<file path="config.mk">
export PLATFORM = sky130hd
export DESIGN_NAME = fifo_ctrl_fsm
export DESIGN_NICKNAME = d
export VERILOG_FILES = /design/src/rtl/fifo_ctrl_fsm_pkg.sv /design/src/rtl/fifo_threshold_cmp.sv /design/src/rtl/fifo_ctrl_fsm.sv
export SDC_FILE = /design/constraint.sdc
export NUM_CORES = 1
export LEC_CHECK = 0
export ABC_AREA = 0
export CAP_MARGIN = 15
export CORE_ASPECT_RATIO = 0.5
export CORE_UTILIZATION = 46
export DETAILED_ROUTE_END_ITERATION = 6
export PLACE_DENSITY = 0.78
export SLEW_MARGIN = 20
export SYNTH_ARGS = -nofsm -noshare
export SYNTH_HDL_FRONTEND = slang
export SYNTH_SLANG_ARGS = --single-unit
</file>
<file path="constraint.sdc">
create_clock -name clk -period 2.4 [get_ports clk]
set_clock_uncertainty 0.1 [all_clocks]
set_input_delay 0.24 -clock clk [delete_from_list [all_inputs] [get_ports clk]]
set_output_delay 0.24 -clock clk [all_outputs]
set_load 0.02 [all_outputs]
</file>
<file path="src/rtl/fifo_ctrl_fsm_pkg.sv">
// Shared state encoding for the FIFO bank controller and its status consumers.
package fifo_ctrl_fsm_pkg;

   localparam int ST_W = 3;

   typedef enum logic [ST_W-1:0] {
      ST_RESET  = 3'd0,
      ST_INIT   = 3'd1,
      ST_IDLE   = 3'd2,
      ST_ACTIVE = 3'd3,
      ST_ERROR  = 3'd4
   } state_t;

endpackage

</file>
<file path="src/rtl/fifo_threshold_cmp.sv">
// Combinational almost-full / almost-empty compare for one FIFO occupancy.
module fifo_threshold_cmp #(
   parameter int PTR   = 3,
   parameter int OCC_W = PTR + 1
) (
   input  logic [OCC_W-1:0] i_occ,
   input  logic [PTR-1:0]   i_full_th,
   input  logic [PTR-1:0]   i_empty_th,
   output logic             o_almost_full,
   output logic             o_almost_empty
);

   // Thresholds are zero-extended so a completely full FIFO (2^PTR) still compares correctly.
   assign o_almost_full  = (i_occ >= OCC_W'(i_full_th));
   assign o_almost_empty = (i_occ <= OCC_W'(i_empty_th));

endmodule

</file>
<file path="src/rtl/fifo_ctrl_fsm.sv">
// FIFO bank control FSM: threshold configuration, drain-deferred re-init and registered flags.
module fifo_ctrl_fsm
   import fifo_ctrl_fsm_pkg::*;
#(
   parameter int NUM_FIFOS = 9,
   parameter int PTR       = 3,
   parameter int OCC_W     = PTR + 1
) (
   input  logic                       clk,
   input  logic                       reset,
   input  logic                       init,
   input  logic [PTR-1:0]             full_threshold,
   input  logic [PTR-1:0]             empty_threshold,
   input  logic [NUM_FIFOS-1:0]       fifos_empty,
   input  logic [NUM_FIFOS*OCC_W-1:0] fifos_occupancy,
   output logic [PTR-1:0]             fifos_full_threshold,
   output logic [PTR-1:0]             fifos_empty_threshold,
   output logic [NUM_FIFOS-1:0]       almost_full,
   output logic [NUM_FIFOS-1:0]       almost_empty,
   output logic                       pause,
   output logic                       idle,
   output logic                       error,
   output logic                       init_pending,
   output logic [ST_W-1:0]            state
);

   state_t               r_state, w_nxt_state;
   logic [PTR-1:0]       r_full_th, r_empty_th;
   logic [NUM_FIFOS-1:0] r_af, r_ae, w_af_raw, w_ae_raw, w_af_nxt, w_ae_nxt;
   logic                 r_pause, r_idle, r_error, r_pend, w_nxt_pend, w_latch;
   logic                 w_all_empty, w_valid, w_flag_en;

   genvar g;
   generate
      for (g = 0; g < NUM_FIFOS; g++) begin : g_cmp
         fifo_threshold_cmp #(.PTR(PTR), .OCC_W(OCC_W)) u_cmp (
            .i_occ          (fifos_occupancy[g*OCC_W +: OCC_W]),
            .i_full_th      (r_full_th),
            .i_empty_th     (r_empty_th),
            .o_almost_full  (w_af_raw[g]),
            .o_almost_empty (w_ae_raw[g])
         );
      end
   endgenerate

   assign w_all_empty = &fifos_empty;
   assign w_valid     = (r_full_th != '0) && (r_empty_th < r_full_th);

   always_comb begin
      w_nxt_state = r_state;
      w_nxt_pend  = r_pend;
      w_latch     = 1'b0;
      case (r_state)
         ST_RESET: w_nxt_state = ST_INIT;
         ST_INIT: begin
            if (init) w_latch = 1'b1;
            else      w_nxt_state = w_valid ? ST_IDLE : ST_ERROR;
         end
         ST_IDLE: begin
            if (init)              w_nxt_state = ST_INIT;
            else if (!w_all_empty) w_nxt_state = ST_ACTIVE;
         end
         ST_ACTIVE: begin
            // Re-init is held off until every FIFO has drained.
            if (w_all_empty) begin
               w_nxt_state = (r_pend || init) ? ST_INIT : ST_IDLE;
               w_nxt_pend  = 1'b0;
            end else if (init) begin
               w_nxt_pend  = 1'b1;
            end
         end
         ST_ERROR: if (init) w_nxt_state = ST_INIT;
         default:  w_nxt_state = ST_RESET;
      endcase
   end

   assign w_flag_en = (w_nxt_state == ST_IDLE) || (w_nxt_state == ST_ACTIVE);
   assign w_af_nxt  = w_flag_en ? w_af_raw : '0;
   assign w_ae_nxt  = w_flag_en ? w_ae_raw : '0;

   always_ff @(posedge clk or posedge reset) begin
      if (reset) begin
         r_state    <= ST_RESET;
         r_full_th  <= '0;
         r_empty_th <= '0;
         r_af       <= '0;
         r_ae       <= '0;
         r_pause    <= 1'b0;
         r_idle     <= 1'b0;
         r_error    <= 1'b0;
         r_pend     <= 1'b0;
      end else begin
         r_state <= w_nxt_state;
         if (w_latch) begin
            r_full_th  <= full_threshold;
            r_empty_th <= empty_threshold;
         end
         r_af    <= w_af_nxt;
         r_ae    <= w_ae_nxt;
         r_pause <= |w_af_nxt;
         r_idle  <= (w_nxt_state == ST_IDLE);
         r_error <= (w_nxt_state == ST_ERROR);
         r_pend  <= w_nxt_pend;
      end
   end

   assign fifos_full_threshold  = r_full_th;
   assign fifos_empty_threshold = r_empty_th;
   assign almost_full           = r_af;
   assign almost_empty          = r_ae;
   assign pause                 = r_pause;
   assign idle                  = r_idle;
   assign error                 = r_error;
   assign init_pending          = r_pend;
   assign state                 = r_state;

endmodule

</file>
* After elaboration in Yosys (flattened, before gate mapping)
Index checks and enable logic that the tools add are counted.
** Storage, ports and cells
- Input bits :: 54
- Register bits after elaboration :: 31
** Operators by class
- Multiplexer cells :: 14
- $lt $le $gt $ge :: 19
- Reduce and logical (&&, ||, !) cells :: 9
- Eq/ne operators :: 7
** Operator list (number)
- >= comparator 4 x 3 -> 1 bit :: 9
- less-or-equal comparator 4 x 3 -> 1 bit :: 9
- 2-to-1 mux 3 bit :: 6
- 2-to-1 mux 9 bit :: 2
- case mux 3 bit (5 select lines) :: 1
- == test 3 x 2 -> 1 bit, second input constant :: 4
- AND reduction 9 bit :: 1
- OR reduction 9 bit :: 1
- == test 3 bit, second input constant :: 2
- 2-to-1 mux 1 bit :: 4
- == test 3 x 1 -> 1 bit, second input constant :: 1
- logical NOT 3 bit :: 1
- less-than comparator 3 bit :: 1
- nonzero test 3 bit :: 1
- logical OR 1 bit :: 2
- 2-to-1 mux 2 bit :: 1
- AND reduction 2 bit :: 1
- nonzero test 2 bit :: 1
- logical AND 1 bit :: 1

* Logic depth before layout (Yosys ltp)
- Word-level depth :: 9
- Depth in mapped cells :: 8
- Depth with buffers taken out :: 7

* Cells and area by module
From an unflattened synthesis, not the netlist that was laid out.
** Unflattened totals
- Cells, all modules :: 281
- Area, all modules :: 2648.8 um^2
** Modules (own cells, without submodules)
- fifo_ctrl_fsm :: area each 1353.8 um^2, cells an instance 101, times used 1
- fifo_threshold_cmp :: area each 143.9 um^2, cells an instance 20, times used 9

* Worst setup path after synthesis
Ideal clock, no wire load.
- Path type :: reg2reg
- From :: register r_full_th[0] (netlist: fifos_full_threshold[0])
- To :: register r_pause (netlist: pause)
- Path buffers :: 0
- Stages on the path, launching flop included :: 7
- Slack :: 0.451 ns
- Arrival time :: 1.708 ns
- Setup time :: 0.141 ns
- Path through :: dfrtp_1 > ha_1 > nand2b_1 > a21o_1 > a211oi_1 > and3_1 > a41oi_1
** Between the ends
- Longest elaborated chain between the ends :: 9
- Elaborated cells between the ends (all ways) :: 20
** Ends and longest elaborated chain
- from (decl) :: line fifo_ctrl_fsm.sv:28 : logic [PTR-1:0] r_full_th, r_empty_th;
- from (signal assigned) :: line fifo_ctrl_fsm.sv:95 : r_full_th <= full_threshold;
- less-than comparator 3 bit / nonzero test 3 bit (equally long branches) :: line fifo_ctrl_fsm.sv:47 : assign w_valid = (r_full_th != '0) && (r_empty_th < r_full_th);
- logical AND 1 bit :: line fifo_ctrl_fsm.sv:47
- 2-to-1 mux 3 bit :: line fifo_ctrl_fsm.sv:57 : else w_nxt_state = w_valid ? ST_IDLE : ST_ERROR;
- 2-to-1 mux 3 bit :: line fifo_ctrl_fsm.sv:56 : if (init) w_latch = 1'b1;
- case mux 3 bit (5 select lines) :: line fifo_ctrl_fsm.sv:53 : case (r_state)
- == test 3 x 2 -> 1 bit :: line fifo_ctrl_fsm.sv:77 : assign w_flag_en = (w_nxt_state == ST_IDLE) || (w_nxt_state == ST_ACTIVE);
- logical OR 1 bit :: line fifo_ctrl_fsm.sv:77
- 2-to-1 mux 9 bit * :: line fifo_ctrl_fsm.sv:78 : assign w_af_nxt = w_flag_en ? w_af_raw : '0;
- OR reduction 9 bit * :: line fifo_ctrl_fsm.sv:100 : r_pause <= |w_af_nxt;
- to (signal assigned) :: line fifo_ctrl_fsm.sv:100
- to (decl) :: line fifo_ctrl_fsm.sv:30 : logic r_pause, r_idle, r_error, r_pend, w_nxt_pend, w_latch;
Mark *: on every way between the ends. The rest lies on a longest branch, timed or not.
A chain may end at the register's enable or synchronous reset.

* Final worst setup path
Ends and elaborated chain as after synthesis.

==> flow_summary_export.csv <==
group,metric,value,unit
status,status,"complete, no violations",
pwr,power_frac_comb,64.0,%
yosys,synth-main-ff-cell,"dfrtp_1",
clock_network,cts_buffer_depth,2,
floorplan,start_util,48.16,%
pwr,p_leak,0.001628,µW
routing,drtIter0Drc,39,
global_route,grt_pass1_wl,9.735,mm
placement,port_buffers,84,
floorplan,core_area,4955,µm²
pwr,pwr-share-clk,13.6,%
setup_path,cp-start-kind,"flip-flop",
placement,dp_slack,199.6,ps
setup_path,critPathKind,"reg2reg",
yosys,async_reset_ff_share,100.0,%
yosys,syn_area,2386,µm²
clock_network,cts_hold_buf,0,
routing,num_vias,2152,
pwr,seqPwrFrac,22.4,%
setup_path,worst_setup_path_end_kind,"flip-flop",
pwr,p_per_area,1122,nW/µm²
yosys,synthSimpleGateAreaFrac,15.26,%
global_route,grt_pass1_vias,2226,
yosys,ys_types,35,
yosys,synthAdderAreaFrac,29.37,%
layout,nFillCells,404,
routing,met1Wirelength,2.597,mm
sta,tns,0,ps
routing,top_layer,"met4",
clock_network,postCtsSetupBuffers,0,
placement,dp_hpwl,4.854,mm
sta,hold_violations,0,
routing,wirelength,5.974,mm
floorplan,num_io_pins,85,
yosys,muxShareOfSynthArea,0.9439,%
clock_network,postCtsResizedCells,0,
yosys,synth_compound_area_share,16.36,%
clock_network,clock_sinks,31,
sta,setup_viol,0,
clock_network,cts_root_buf,"clkbuf_8",
sta,timing.fmax,468.2,MHz
global_route,antenna_found_initial,0,
clock_network,htree_levels,2,
layout,n_antenna_cell,0,
placement,gp_congestion,0.8534,
yosys,synth-seq-cells,31,
global_route,grtUsageTotal,22.90,%
yosys,avgSynthCellArea,9.901,µm²
floorplan,fp.dieArea,5497,µm²
sta,worstMarginPinSlew,490.7,ps
clock_network,cts_tree,"done",
global_route,overflow,0,
pwr,vdd_drop_max,0.5016,mV
routing,avgViaCountPerCell,5.314,
floorplan,row_count,18,
hold_path,hold_path_class,"in2async",
setup_path,cp.required,2450,ps
layout,drive_above_1_share,8.657,%
sta,rsz0062_at_grt,"false",
setup_path,crit_path_max_fanout,7,
clock_network,numCtsBuffers,5,
clock_network,clock_latency,290,ps
setup_path,arrival,2190,ps
sta,slew_headroom,67.25,%
routing,wl_per_cell,14.75,µm
routing,drc,0,
sta,period_share,88.99,%
routing,first_pass_iters,4,
yosys,synth_nets,351,
routing,dr_wl_met3,246,µm
yosys,syn_inst,241,
yosys,synth_top_family_by_area,"adder cells",
pwr,intPower,2206,µW
global_route,grt_max_degree,32,
clock_network,path_clk_slew,70,ps
layout,fin_nets,444,
routing,route.met2.wl,2.997,mm
sta,drv_slew,0,
yosys,synthXorXnorAreaFrac,0,%
sta,fin_crit,2136,ps
floorplan,chipWidth,103.9,µm
sta,holdWs,242.7,ps
yosys,yosysSeqAreaShare,32.51,%
layout,area_delta_synth_final,44.94,%
pwr,power.switching,1675,µW
floorplan,die_h,52.93,µm
yosys,ys_warn_count,0,
yosys,synth_edf_count,0,
sta,fin_ws,264.1,ps
flow_run,cap_violations,0,
pwr,netSwitchingFraction,43.16,%
routing,ant_nets,0,
cell usage in the layout, fill, tap and decap left out, types with 9 or more instances in the layout:
master and n:
a31oi_1 11, clkdlybuf4s50_1 84, a21o_1 11, ha_1 56, dfrtp_1 31, nand2_1 9, a21oi_1 17, inv_1 27
nor3_1 10
final timing paths:
| path | from | to | slack, ps | depth (start not counted) |
|---|---|---|---|---|
| setup / recovery | fifos_full_threshold[0] | pause | 260 | 6 |
| hold / removal | reset | fifos_full_threshold[0] | 240 | 3 |
| setup reg to reg | fifos_full_threshold[0] | pause | 260 | 6 |
| hold reg to reg | state[1] | state[2] | 530 | 1 |
| max in group asynchronous | reset | almost_full[0] | 1680 | 3 |
| min in group clk | empty_threshold[2] | fifos_empty_threshold[2] | 420 | 3 |
cells by family after synthesis:
family          Yosys count
simple gates             61
compound gates           60
fa+ha+maj                56
buf+inv                  31
flops                    31
mux                       2
critical path, stage by stage, from the launching register on:
cell,delay (ps)
dfrtp_1,490
buf_4,220
ha_1,260
o21ai_0,180
a21oi_1,160
nor4_1,420
a41oi_1,170
through the flow:
| step | total power (µW) | instances | area (µm²) | util [%] |
|---|---|---|---|---|
| after floorplan | 2406 | 241 | 2386 | - |
| after global placement | 3215 | 397 | 3341 | 67.42 |
| after detailed placement | 3355 | 397 | 3341 | 67.42 |
| after CTS | 3897 | 405 | 3458 | 69.80 |
| after global routing | 4215 | 405 | 3458 | 69.80 |
| final | 3880 | 405 | 3458 | 69.80 |
flip-flops by register name, summed over array words and instances (netlist names):
register	count
fifos_full_threshold	3
error	1
state	3
almost_full	9
idle	1
pause	1
fifos_empty_threshold	3
almost_empty	9
init_pending	1
cell usage after synthesis (2+ instances only):
master / instances / area, µm²
nor3_2: 8 / 80.08
a21o_1: 11 / 82.58
nand2_1: 9 / 33.78
mux2_2: 2 / 22.52
nor2b_2: 2 / 17.52
inv_1: 27 / 101.4
a31oi_1: 11 / 68.82
ha_1: 56 / 700.7
o21ai_0: 8 / 40.04
nor2b_1: 5 / 31.28
buf_6: 2 / 22.52
nor3_1: 10 / 50.05
a211oi_1: 6 / 45.04
nand2b_1: 8 / 50.05
dfrtp_1: 31 / 775.7
nor2_1: 7 / 26.28
nand3_1: 4 / 20.02
a21oi_1: 17 / 85.08
power groups by stage:
stage                     sequential, µW  combinational [µW]  clock, µW
after floorplan                     1100                1310          0
after global placement               872                2340          0
after detailed placement             879                2480          0
after CTS                            870                2490        536
after global routing                 893                2770        557
final                                868                2480        528
layer usage:
metal / vias up / track usage, %
li1: 1059 / -
met1: 1019 / 25.00
met2: 56 / 45.56
met3: 18 / 4.433
met4: 0 / 8.810
met5: - / 0
area by class of cell:
cell class	count	area, µm²	share of cell area [%]
timing repair buffer	90	898.4	25.98
multi-input combinational	179	1478	42.73
clock inverter	2	35.03	1.013
clock buffer	6	82.58	2.388
sequential	31	775.7	22.43
tap	70	87.58	2.533
inverter	27	101.3	2.931
Power figures use the tool's default switching activity.
